==> config.mk <==
export PLATFORM = sky130hd
export DESIGN_NAME = neural_layer_engine
export DESIGN_NICKNAME = d
export VERILOG_FILES = /design/src/rtl/neural_layer_engine.sv
export SDC_FILE = /design/constraint.sdc
export NUM_CORES = 1
export LEC_CHECK = 0
export CELL_PAD_IN_SITES_DETAIL_PLACEMENT = 2
export CELL_PAD_IN_SITES_GLOBAL_PLACEMENT = 2
export CORE_AREA = 2 2 174 176
export DETAILED_ROUTE_END_ITERATION = 16
export DIE_AREA = 0 0 176 178
export PLACE_DENSITY_LB_ADDON = 0.05
export SLEW_MARGIN = 0
export SYNTH_ARGS = -nofsm -noshare
export SYNTH_HDL_FRONTEND = slang
export SYNTH_SLANG_ARGS = --single-unit
==> constraint.sdc <==
create_clock -name clk -period 7.8 [get_ports clk]
set_input_delay 0.78 -clock clk [delete_from_list [all_inputs] [get_ports clk]]
set_output_delay 0.78 -clock clk [all_outputs]
set_load 0.02 [all_outputs]
==> src/rtl/neural_layer_engine.sv <==
// Dense-layer engine: y[j] = act(sum_i W[j][i]*x[i] + b[j]) over a shared
// word-addressed memory with one-cycle read latency. Results are written back
// to the same memory, and the location/size of the last finished layer is
// reported so a sequencer can chain layers.
module neural_layer_engine #(
  parameter int DATA_W = 8,
  parameter int FRAC_W = 4,
  parameter int ADDR_W = 8,
  parameter int CNT_W  = 8,
  parameter int ACC_W  = 24
) (
  input  logic              clk,
  input  logic              reset,
  input  logic              start,
  input  logic [ADDR_W-1:0] cfg_in_base,
  input  logic [ADDR_W-1:0] cfg_w_base,
  input  logic [ADDR_W-1:0] cfg_out_base,
  input  logic [CNT_W-1:0]  cfg_n_in,
  input  logic [CNT_W-1:0]  cfg_n_out,
  input  logic              cfg_relu,
  output logic              mem_rd_en,
  output logic [ADDR_W-1:0] mem_rd_addr,
  input  logic [DATA_W-1:0] mem_rd_data,
  output logic              mem_wr_en,
  output logic [ADDR_W-1:0] mem_wr_addr,
  output logic [DATA_W-1:0] mem_wr_data,
  output logic              busy,
  output logic              done,
  output logic [ADDR_W-1:0] result_base_address,
  output logic [CNT_W-1:0]  result_word_count
);

  typedef enum logic [2:0] {
    S_IDLE, S_RD_X, S_RD_W, S_MAC, S_RD_B, S_ADD_B, S_WR, S_FIN
  } state_t;

  // Saturation bounds expressed at accumulator width for signed compares.
  localparam logic signed [ACC_W-1:0] SAT_MAX =
    {{(ACC_W-DATA_W+1){1'b0}}, {(DATA_W-1){1'b1}}};
  localparam logic signed [ACC_W-1:0] SAT_MIN =
    {{(ACC_W-DATA_W+1){1'b1}}, {(DATA_W-1){1'b0}}};
  localparam logic [DATA_W-1:0] WORD_MAX = {1'b0, {(DATA_W-1){1'b1}}};
  localparam logic [DATA_W-1:0] WORD_MIN = {1'b1, {(DATA_W-1){1'b0}}};

  state_t state_reg, state_next;

  logic [ADDR_W-1:0]        in_base_reg;
  logic [ADDR_W-1:0]        out_base_reg;
  logic [ADDR_W-1:0]        row_addr_reg;   // w_base + j*(n_in+1), kept incrementally
  logic [CNT_W-1:0]         n_in_reg;
  logic [CNT_W-1:0]         n_out_reg;
  logic                     relu_reg;
  logic [CNT_W-1:0]         i_reg;
  logic [CNT_W-1:0]         j_reg;
  logic signed [DATA_W-1:0] x_reg;
  logic signed [ACC_W-1:0]  acc_reg;
  logic [ADDR_W-1:0]        result_base_reg;
  logic [CNT_W-1:0]         result_count_reg;

  logic [CNT_W-1:0]           i_inc;
  logic [CNT_W-1:0]           j_inc;
  logic signed [2*DATA_W-1:0] prod;
  logic signed [ACC_W-1:0]    prod_ext;
  logic signed [ACC_W-1:0]    bias_ext;
  logic signed [ACC_W-1:0]    acc_shift;
  logic [DATA_W-1:0]          y_sat;
  logic [DATA_W-1:0]          y_word;

  assign i_inc = i_reg + CNT_W'(1);
  assign j_inc = j_reg + CNT_W'(1);

  // Arithmetic: full-precision product, bias aligned to product scale, and
  // the rounded-down / saturated / optionally rectified output word.
  always_comb begin
    prod      = (2*DATA_W)'(x_reg) * (2*DATA_W)'($signed(mem_rd_data));
    prod_ext  = ACC_W'(prod);
    bias_ext  = ACC_W'($signed(mem_rd_data)) <<< FRAC_W;
    acc_shift = acc_reg >>> FRAC_W;
    if (acc_shift > SAT_MAX) begin
      y_sat = WORD_MAX;
    end else if (acc_shift < SAT_MIN) begin
      y_sat = WORD_MIN;
    end else begin
      y_sat = acc_shift[DATA_W-1:0];
    end
    y_word = (relu_reg && y_sat[DATA_W-1]) ? '0 : y_sat;
  end

  // State register; reset abandons any layer in flight.
  always_ff @(posedge clk or posedge reset) begin
    if (reset) begin
      state_reg <= S_IDLE;
    end else begin
      state_reg <= state_next;
    end
  end

  // Next-state and memory/handshake outputs; strobes are exclusive by state.
  always_comb begin
    state_next  = state_reg;
    mem_rd_en   = 1'b0;
    mem_rd_addr = '0;
    mem_wr_en   = 1'b0;
    mem_wr_addr = '0;
    mem_wr_data = '0;
    done        = 1'b0;
    busy        = (state_reg != S_IDLE) && (state_reg != S_FIN);
    case (state_reg)
      S_IDLE: begin
        if (start) begin
          if (cfg_n_out == '0)     state_next = S_FIN;
          else if (cfg_n_in == '0) state_next = S_RD_B;
          else                     state_next = S_RD_X;
        end
      end
      S_RD_X: begin
        mem_rd_en   = 1'b1;
        mem_rd_addr = in_base_reg + ADDR_W'(i_reg);
        state_next  = S_RD_W;
      end
      S_RD_W: begin
        mem_rd_en   = 1'b1;
        mem_rd_addr = row_addr_reg + ADDR_W'(i_reg);
        state_next  = S_MAC;
      end
      S_MAC: begin
        state_next = (i_inc == n_in_reg) ? S_RD_B : S_RD_X;
      end
      S_RD_B: begin
        mem_rd_en   = 1'b1;
        mem_rd_addr = row_addr_reg + ADDR_W'(n_in_reg);
        state_next  = S_ADD_B;
      end
      S_ADD_B: begin
        state_next = S_WR;
      end
      S_WR: begin
        mem_wr_en   = 1'b1;
        mem_wr_addr = out_base_reg + ADDR_W'(j_reg);
        mem_wr_data = y_word;
        if (j_inc == n_out_reg)   state_next = S_FIN;
        else if (n_in_reg == '0)  state_next = S_RD_B;
        else                      state_next = S_RD_X;
      end
      S_FIN: begin
        done       = 1'b1;
        state_next = S_IDLE;
      end
      default: state_next = S_IDLE;
    endcase
  end

  // Datapath: config capture, counters, row pointer, accumulator, results.
  always_ff @(posedge clk or posedge reset) begin
    if (reset) begin
      in_base_reg      <= '0;
      out_base_reg     <= '0;
      row_addr_reg     <= '0;
      n_in_reg         <= '0;
      n_out_reg        <= '0;
      relu_reg         <= 1'b0;
      i_reg            <= '0;
      j_reg            <= '0;
      x_reg            <= '0;
      acc_reg          <= '0;
      result_base_reg  <= '0;
      result_count_reg <= '0;
    end else begin
      case (state_reg)
        S_IDLE: begin
          if (start) begin
            in_base_reg  <= cfg_in_base;
            out_base_reg <= cfg_out_base;
            row_addr_reg <= cfg_w_base;
            n_in_reg     <= cfg_n_in;
            n_out_reg    <= cfg_n_out;
            relu_reg     <= cfg_relu;
            i_reg        <= '0;
            j_reg        <= '0;
            acc_reg      <= '0;
          end
        end
        S_RD_W: x_reg <= $signed(mem_rd_data);
        S_MAC: begin
          acc_reg <= acc_reg + prod_ext;
          i_reg   <= i_inc;
        end
        S_ADD_B: acc_reg <= acc_reg + bias_ext;
        S_WR: begin
          acc_reg      <= '0;
          i_reg        <= '0;
          j_reg        <= j_inc;
          row_addr_reg <= row_addr_reg + ADDR_W'(n_in_reg) + ADDR_W'(1);
        end
        S_FIN: begin
          result_base_reg  <= out_base_reg;
          result_count_reg <= n_out_reg;
        end
        default: ;
      endcase
    end
  end

  assign result_base_address = result_base_reg;
  assign result_word_count   = result_count_reg;

endmodule
==> impl_metrics.tcl <==
set metrics [dict create \
    synth_edf_count 0 \
    rsz0062_at_grt "no" \
    dp_hpwl_um 26910 \
    leakage_nw 6.151 \
    coreArea_um2 29400 \
    cts_inserted_buffers 9 \
    placed_area_um2 12500 \
    h-tree-depth 3 \
    yosysSeqAreaShare_pct 24.36 \
    min-delay-start "in_base_reg[2]" \
    dpl.cell_count 1669 \
    num_rows 63 \
    grt_max_degree 62 \
    post_cts_buffers 0 \
    worst_slack_ns 1.419 \
    cap_violations 0 \
    grt_pass1_vias 10340 \
    slew_viol_final 0 \
    worstSkewPairLatency_ns 0.37 \
    final_cell_mix "nand2_1, inv_1, fa_1, dfrtp_1, ha_1" \
    hold_ws_ns 0.4828 \
    crit_fanout 10 \
    ios 96 \
    startpoint_type "input pin" \
    status "completed" \
    synth_cell_types 67 \
    tightest_slew_ns 1.133 \
    drc 0 \
    syn2layout_area_growth_pct 15.43 \
    hold_path_depth 2 \
    r2r_cells 18 \
    synth_flop_cell "dfrtp_1" \
    synth_area_um2 11090 \
    grt_use_total_pct 23.08 \
    reg2reg_from "x_reg[7]" \
    dieArea_um2 31330 \
    antenna_found_initial 1 \
    critPathArrivalTime_ns 6.64 \
    start_util_pct 37.73 \
    skew_ns 0.01238 \
    clkSlewWorstSetupHoldPaths_ns 0.08 \
    required_ns 8.06 \
    critPathKind "input pin to flip-flop" \
    grt_pass1_wl_um 56680 \
    ctsResizeCount 0 \
    ys_seq_elements 108 \
    drive_above_1_share_pct 5.869 \
    cts_root_buf "clkbuf_16" \
    powerDensity_nw_per_um2 203.1 \
    finalHoldViolCount 0 \
    clk_path_buf_depth 2 \
    peakVddDrop_uv 98.67 \
    final.period_utilization_pct 81.81 \
    fmax_ghz 0.1567 \
    relSlewSlack_pct 24.12 \
    drt_first_pass_iters 4 \
    ant_nets 0 \
    syn_inst 1202 \
    postSynthAreaPerCell_um2 9.229 \
    grt_overflow_total 0 \
    ctsHoldBuffers 0 \
    preCtsSetupSlack_ns 0.9552 \
    cts_sinks 108 \
    endpoint_kind "flip-flop" \
    num_antenna_cells 0 \
    io_buffers 95 \
    nets 1547 \
    num_vias 9030 \
    cts_tree "yes" \
    viasPerCell 5.359 \
    fin_setup_tns_ns 0 \
    fin_cells 1685 \
    final_common_cell "nand2_1" \
    min_path_type "flip-flop to flip-flop" \
    wl_per_cell_um 20.18 \
    worstSetupStartpoint "mem_rd_data[4]" \
    utilization_pct 43.55 \
    drtIter0Drc 327 \
    fin_crit_ns 6.381 \
    ys_warn_count 0 \
    synth_fp_nets 1459 \
    setup_violations 0 \
    final_area_um2 12800 \
    largest_reg_flops 24 \
    wl_um 34010 \
    total_power_mw 2.601 \
    r2r_slack_ns 1.86 \
    fp.dieH_um 178 \
    die_x_um 176 \
    gp_congestion 0.7873 \
    async_flop_share_pct 100.0 \
]
==> cell families after synthesis <==
| kind of cell | synth area share [%] |
|---|---|
| and+or+nand+nor | 16.33 |
| AOI/OAI and AO/OA | 13.34 |
| DFF | 24.36 |
| buffers and inverters | 5.335 |
| xor gates and xnor gates | 6.869 |
| adders and majority gates | 30.43 |
| muxes | 3.327 |
==> worst max-delay path: stages <==
cell and delay [ns]:
clkdlybuf4s50_1 0.60, and2_1 0.26, fa_1 0.59, fa_1 0.95, inv_1 0.20, fa_1 0.57
inv_1 0.07, fa_1 0.43, ha_1 0.29, ha_1 0.37, a21o_1 0.18, a21o_1 0.17
a21oi_1 0.21, nor2_1 0.08, a211oi_1 0.29, nand2_1 0.13, xor2_1 0.17, a221o_1 0.29
==> layout make-up <==
class / instances / area [um^2]
fillers: 3197 / 16600
flip-flops and latches: 108 / 2703
clock inverters: 6 / 76.32
well taps: 390 / 488.0
repair buffers: 109 / 1056
inverters: 120 / 452.9
clock buffers: 10 / 229.0
multi-input cells: 942 / 7800
==> where the power goes <==
group	leakage (nW)	internal (mW)	total, mW	switching (mW)
Combinational	4.57	0.658	1.51	0.854
Sequential	1.43	0.564	0.579	0.0152
Clock	0.150	0.257	0.510	0.253
Total	6.15	1.48	2.60	1.12
==> layer usage <==
metal	routed length (um)	track usage [%]
met1	15960	30.38
met5	13	0
met4	363	4.373
met3	756	3.090
met2	16920	40.88
==> cell usage after synthesis, drive strengths merged, types with 17 or more instances <==
library cell	number	area (um^2)
a21o	17	128.9
a21oi	48	244.0
and2	40	250.2
clkbuf	25	93.84
dfrtp	108	2703
fa	108	2162
ha	97	1214
inv	118	442.9
mux2	31	349.1
nand2	191	716.9
nand3	23	120.1
nor2	65	244.0
nor3	18	95.09
o21ai	55	275.3
xnor2	57	499.2
xor2	30	262.8
==> worst paths after layout <==
path	to
worst max-delay path	acc_reg[21]
worst min-delay path	in_base_reg[2]
worst max register to register	acc_reg[21]
worst min register to register	in_base_reg[2]
max in group asynchronous	result_word_count[0]
min in group asynchronous	in_base_reg[3]
Power figures use the tool's default switching activity.
==> variant 1 (same settings) <==
Encoding of `state_t`: now one-hot (8 bits for 8 states).
--- a/src/rtl/neural_layer_engine.sv
+++ b/src/rtl/neural_layer_engine.sv
@@ -30,8 +30,8 @@
   output logic [CNT_W-1:0]  result_word_count
 );
 
-  typedef enum logic [2:0] {
-    S_IDLE, S_RD_X, S_RD_W, S_MAC, S_RD_B, S_ADD_B, S_WR, S_FIN
+  typedef enum logic [7:0] {
+    S_IDLE = 8'b00000001, S_RD_X = 8'b00000010, S_RD_W = 8'b00000100, S_MAC = 8'b00001000, S_RD_B = 8'b00010000, S_ADD_B = 8'b00100000, S_WR = 8'b01000000, S_FIN = 8'b10000000
   } state_t;
 
   // Saturation bounds expressed at accumulator width for signed compares.
Behaviour: no difference found for any inputs over 4 cycles, from zero or initial values and one cycle with reset high; so few cycles prove little.
==> variant 1 against the original RTL <==
Count of clock-buffer cells in the layout increased by 8; non-clock buffer count down 1; synthesized cell count grew 6.2%; first-iteration DRC count down 5.2%; wire length is 3.1% higher; area after synthesis up 1.6%; design area rose by 3.4%; sequential cell count is 5 higher; fmax up 0.72%; worst setup slack improved by 0.046 ns; critical endpoint is now acc_reg[22].
Power is not shown: default switching activity piles up to over one toggle a cycle in this logic, so the estimate is an artifact.
==> variant 1: results (changes against the original RTL) <==
[status]
outcome=completed

[layout]
final-nonclk-buf-share_pct=7.92  ; -0.32 points
buffers=108  ; -0.92%
drive_above_1_share_pct=4.77  ; -1.1 points
regArea_sq_um=2830  ; +4.7%
clockNetworkAreaShare_pct=4.32  ; +1.9 points
multi_input_cells=1010  ; +7.2%
instances_no_fill=1773  ; +5.2%
fin_nets=1627  ; +5.2%
multi_input_area_sq_um=7850  ; +0.58%
clockBufferCount=18  ; +8
seq_cell_count=113  ; +4.6%
inv_count=120  ; unchanged

[logic_synthesis]
ys_types=70  ; +4.5%
postSynthCellCount=1277  ; +6.2%
syn_nets=1534  ; +5.1%
synth_area_leaders=dfrtp_1 25%, fa_1 19%, ha_1 11%
ys_warn_count=0  ; unchanged
synth_common_cells=283 x nand2_1, 117 x inv_1, 112 x dfrtp_1
synth_seq_area_share_pct=25.1  ; +0.75 points

[setup_path]
path_max_fanout=17  ; +7
rrSetupSlack_ns=2.02  ; +0.16 ns
critPathSlowestCell=clkdlybuf4s50_1
cp_data_arrival_time_ns=6.65  ; about the same
slowest_delay_ns=0.73  ; -0.22 ns

[cts]
cts_buffers=17  ; +8
clock_latency_ns=0.43  ; +0.06 ns
clkTransAtPathRegs_ns=0.06  ; -0.02 ns

[detailed_routing]
via_per_inst=5.33  ; -0.61%
wl_mm=35.1  ; +3.1%

[placement]
place_congestion=0.815  ; +3.5%
dp_hpwl_mm=27.3  ; +1.4%

[global_routing]
grt_pass1_vias=10900  ; +5.3%
grt_max_degree=69  ; +11%
grt_pass1_wl_mm=59.2  ; +4.4%
track_usage_pct=24.1  ; +1.1 points

[timing]
skew_ns=0.00996  ; -0.00243 ns

variant 1: changes by cell type after synthesis, sizes merged, moves of 5 or more:
cell | before | now
xor2 | 30 | 36
a21oi | 48 | 43
o21ai | 55 | 60
nor2b | 5 | 11
nand4b | 0 | 7
nor2 | 65 | 83
nand2 | 191 | 283
and3 | 13 | 18
nand3 | 23 | 16
mux2 | 31 | 1
a22oi | 14 | 6
a2111oi | 8 | 1
variant 1: stage by stage:
stage | hold slack (ns) | worst slack [ns] | area, sq um | util (%)
5_1_grt | 0.505 | 1.09 | 13200 | 45.0
3_3_place_gp | 0.454 | 1.16 | 12700 | 43.1
4_1_cts | 0.473 | 1.41 | 13200 | 45.0
3_5_place_dp | 0.460 | 0.971 | 12700 | 43.1
2_1_floorplan | 0.439 | 1.73 | 11300 | -
6_report | 0.466 | 1.46 | 13200 | 45.0
variant 1: cells by family after synthesis:
logic type	synth area share (%)
AND/OR/NAND/NOR	20.6
adder cells (fa/ha/maj)	30.0
AO/OA/AOI/OAI	11.9
buffers and inverters	5.27
flip-flops	25.1
XOR/XNOR	7.07
multiplexers	0.0999
variant 1: path summary, 6_finish.rpt:
kind                                      start              endpoint  cells after the start
hold / removal             result_word_count[6]  result_word_count[6]                      2
hold reg to reg            result_word_count[6]  result_word_count[6]                      2
setup reg to reg                       x_reg[7]           acc_reg[22]                     18
setup / recovery                 mem_rd_data[0]           acc_reg[22]                     19
max in group asynchronous                 reset          n_out_reg[7]                      3
min in group asynchronous                 reset       row_addr_reg[1]                      2
variant 1: metal layers:
| metal | track usage [%] | share of wire (%) | wire, microns |
|---|---|---|---|
| met4 | 5.72 | 1.6 | 576 |
| met5 | 0 | 0.029 | 10 |
| met3 | 3.28 | 2.5 | 881 |
| met2 | 44.4 | 52 | 18300 |
| met1 | 30.0 | 44 | 15300 |
==> variant 2 (same settings) <==
Without the edit above. Change the parameter `CNT_W` from 8 to 10.
--- a/src/rtl/neural_layer_engine.sv
+++ b/src/rtl/neural_layer_engine.sv
@@ -6,7 +6,7 @@
   parameter int DATA_W = 8,
   parameter int FRAC_W = 4,
   parameter int ADDR_W = 8,
-  parameter int CNT_W  = 8,
+  parameter int CNT_W  = 10,
   parameter int ACC_W  = 24
 ) (
   input  logic              clk,
Ports: changed (resized cfg_n_in, cfg_n_out and result_word_count); port bits go from 96 to 102. No check against the original RTL was run, so the function may have changed too.
==> variant 2 against the original RTL <==
Wire length up 4.8%; area after synthesis up 4.4%; cell count rose by 1.2%; worst setup slack got worse by 0.35 ns; non-clock buffer count grew 3; sequential cell count up 10; fmax decreased by 5.3%; design area is 6.1% higher; count of clock-buffer cells in the layout is 15 higher.
Power is left out: the tool's default activity adds up to more than one toggle a clock period on the data nets, which glitch-free logic cannot reach.
==> variant 2: results (changes against the original RTL) <==
[timing]
skew_ns=0.00923  ; -0.00316 ns
relSlewSlack_pct=31.5  ; +7.4 points
hold_slack_ns=0.483  ; -0.0000180 ns
period_needed_ns=6.74  ; +0.355 ns

[layout]
inv_count=123  ; +2.5%
regArea_sq_um=2950  ; +9.3%
final-nonclk-buf-share_pct=8.05  ; -0.20 points
clockNetworkAreaShare_pct=4.05  ; +1.7 points
fin_nets=1563  ; +1.0%
drive_above_1_share_pct=8.06  ; +2.2 points
instances_no_fill=1705  ; +1.2%
buffers=112  ; +2.8%
clockBufferCount=25  ; +15
sh_seq_area_pct=21.7  ; +0.63 points
multi_input_cells=930  ; -1.3%
multi_input_area_sq_um=8030  ; +3.0%

[logic_synthesis]
synth_common_cells=130 x nand2_1, 122 x inv_1, 118 x dfrtp_1
synth_compound_area_share_pct=13.1  ; -0.22 points
synth_area_leaders=dfrtp_1 25%, fa_1 19%, ha_1 10%
synth-xor-area-share_pct=6.88  ; +0.012 points
synthArstFlopShare_pct=100  ; unchanged
synth_seq_area_share_pct=25.5  ; +1.1 points
synth.avg_cell_area_sq_um=9.61  ; +4.2%
synthFlopType=dfrtp_1
syn_nets=1466  ; +0.48%
synth.area.mux_share_pct=6.02  ; +2.7 points

[cts]
clkTransAtPathRegs_ns=0.06  ; -0.02 ns
clock_latency_ns=0.43  ; +0.06 ns
h-tree-depth=4  ; +1
cts_buffers=17  ; +8

[hold_path]
min_to=result_base_address[5]
hp-start=result_base_address[5]

[global_routing]
grt_pass1_vias=10600  ; +2.0%
gr-usage-met3_pct=2.77  ; -0.32 points
use_met2_pct=43.7  ; +2.9 points
grt_pass1_wl_mm=59.9  ; +5.7%
grt_max_degree=71  ; +15%
antenna_found_initial=0  ; -1

[detailed_routing]
wl_per_cell_microns=20.9  ; +3.6%
drt-initial-drc-count=359  ; +9.8%
via_per_inst=5.40  ; +0.71%

[placement]
place_ws_ns=0.531  ; -0.424 ns
dp_hpwl_mm=27.8  ; +3.3%
place_area_sq_um=13000  ; +4.3%
io_buffers=101  ; +6.3%
place_congestion=0.783  ; -0.57%

[status]
outcome=completed

[setup_path]
cp_data_arrival_time_ns=7.02  ; +0.38 ns
rrSetupSlack_ns=1.59  ; -0.27 ns
critPathSlowestCell=clkdlybuf4s50_1
slowest_delay_ns=0.72  ; -0.23 ns

-- variant 2: worst register-to-register path: stages, from the launching register on --
cell and delay (ns):
dfrtp_1 0.54, nand2_1 0.21, inv_1 0.11, fa_1 0.47, inv_1 0.23, fa_1 0.55
inv_1 0.41, fa_1 0.51, fa_1 0.52, ha_1 0.31, ha_1 0.37, a211oi_1 0.35
nand2_1 0.13, a2111oi_2 0.45, and4b_1 0.26, a211oi_2 0.26, xnor2_1 0.11, a22oi_1 0.16
o31ai_1 0.12
-- variant 2: logic make-up after synthesis --
logic type | count (synthesis)
adders and majority gates | 205
muxes | 63
xor gates and xnor gates | 91
buffers and inverters | 157
and+or+nand+nor | 349
AOI/OAI and AO/OA | 222
DFF | 118
-- variant 2: metal layers --
metal / vias to the layer above / wire length [microns]
li1: 4310 / -
met3: 34 / 794
met4: 0 / 506
met2: 143 / 18200
met1: 4715 / 16200
met5: - / 0
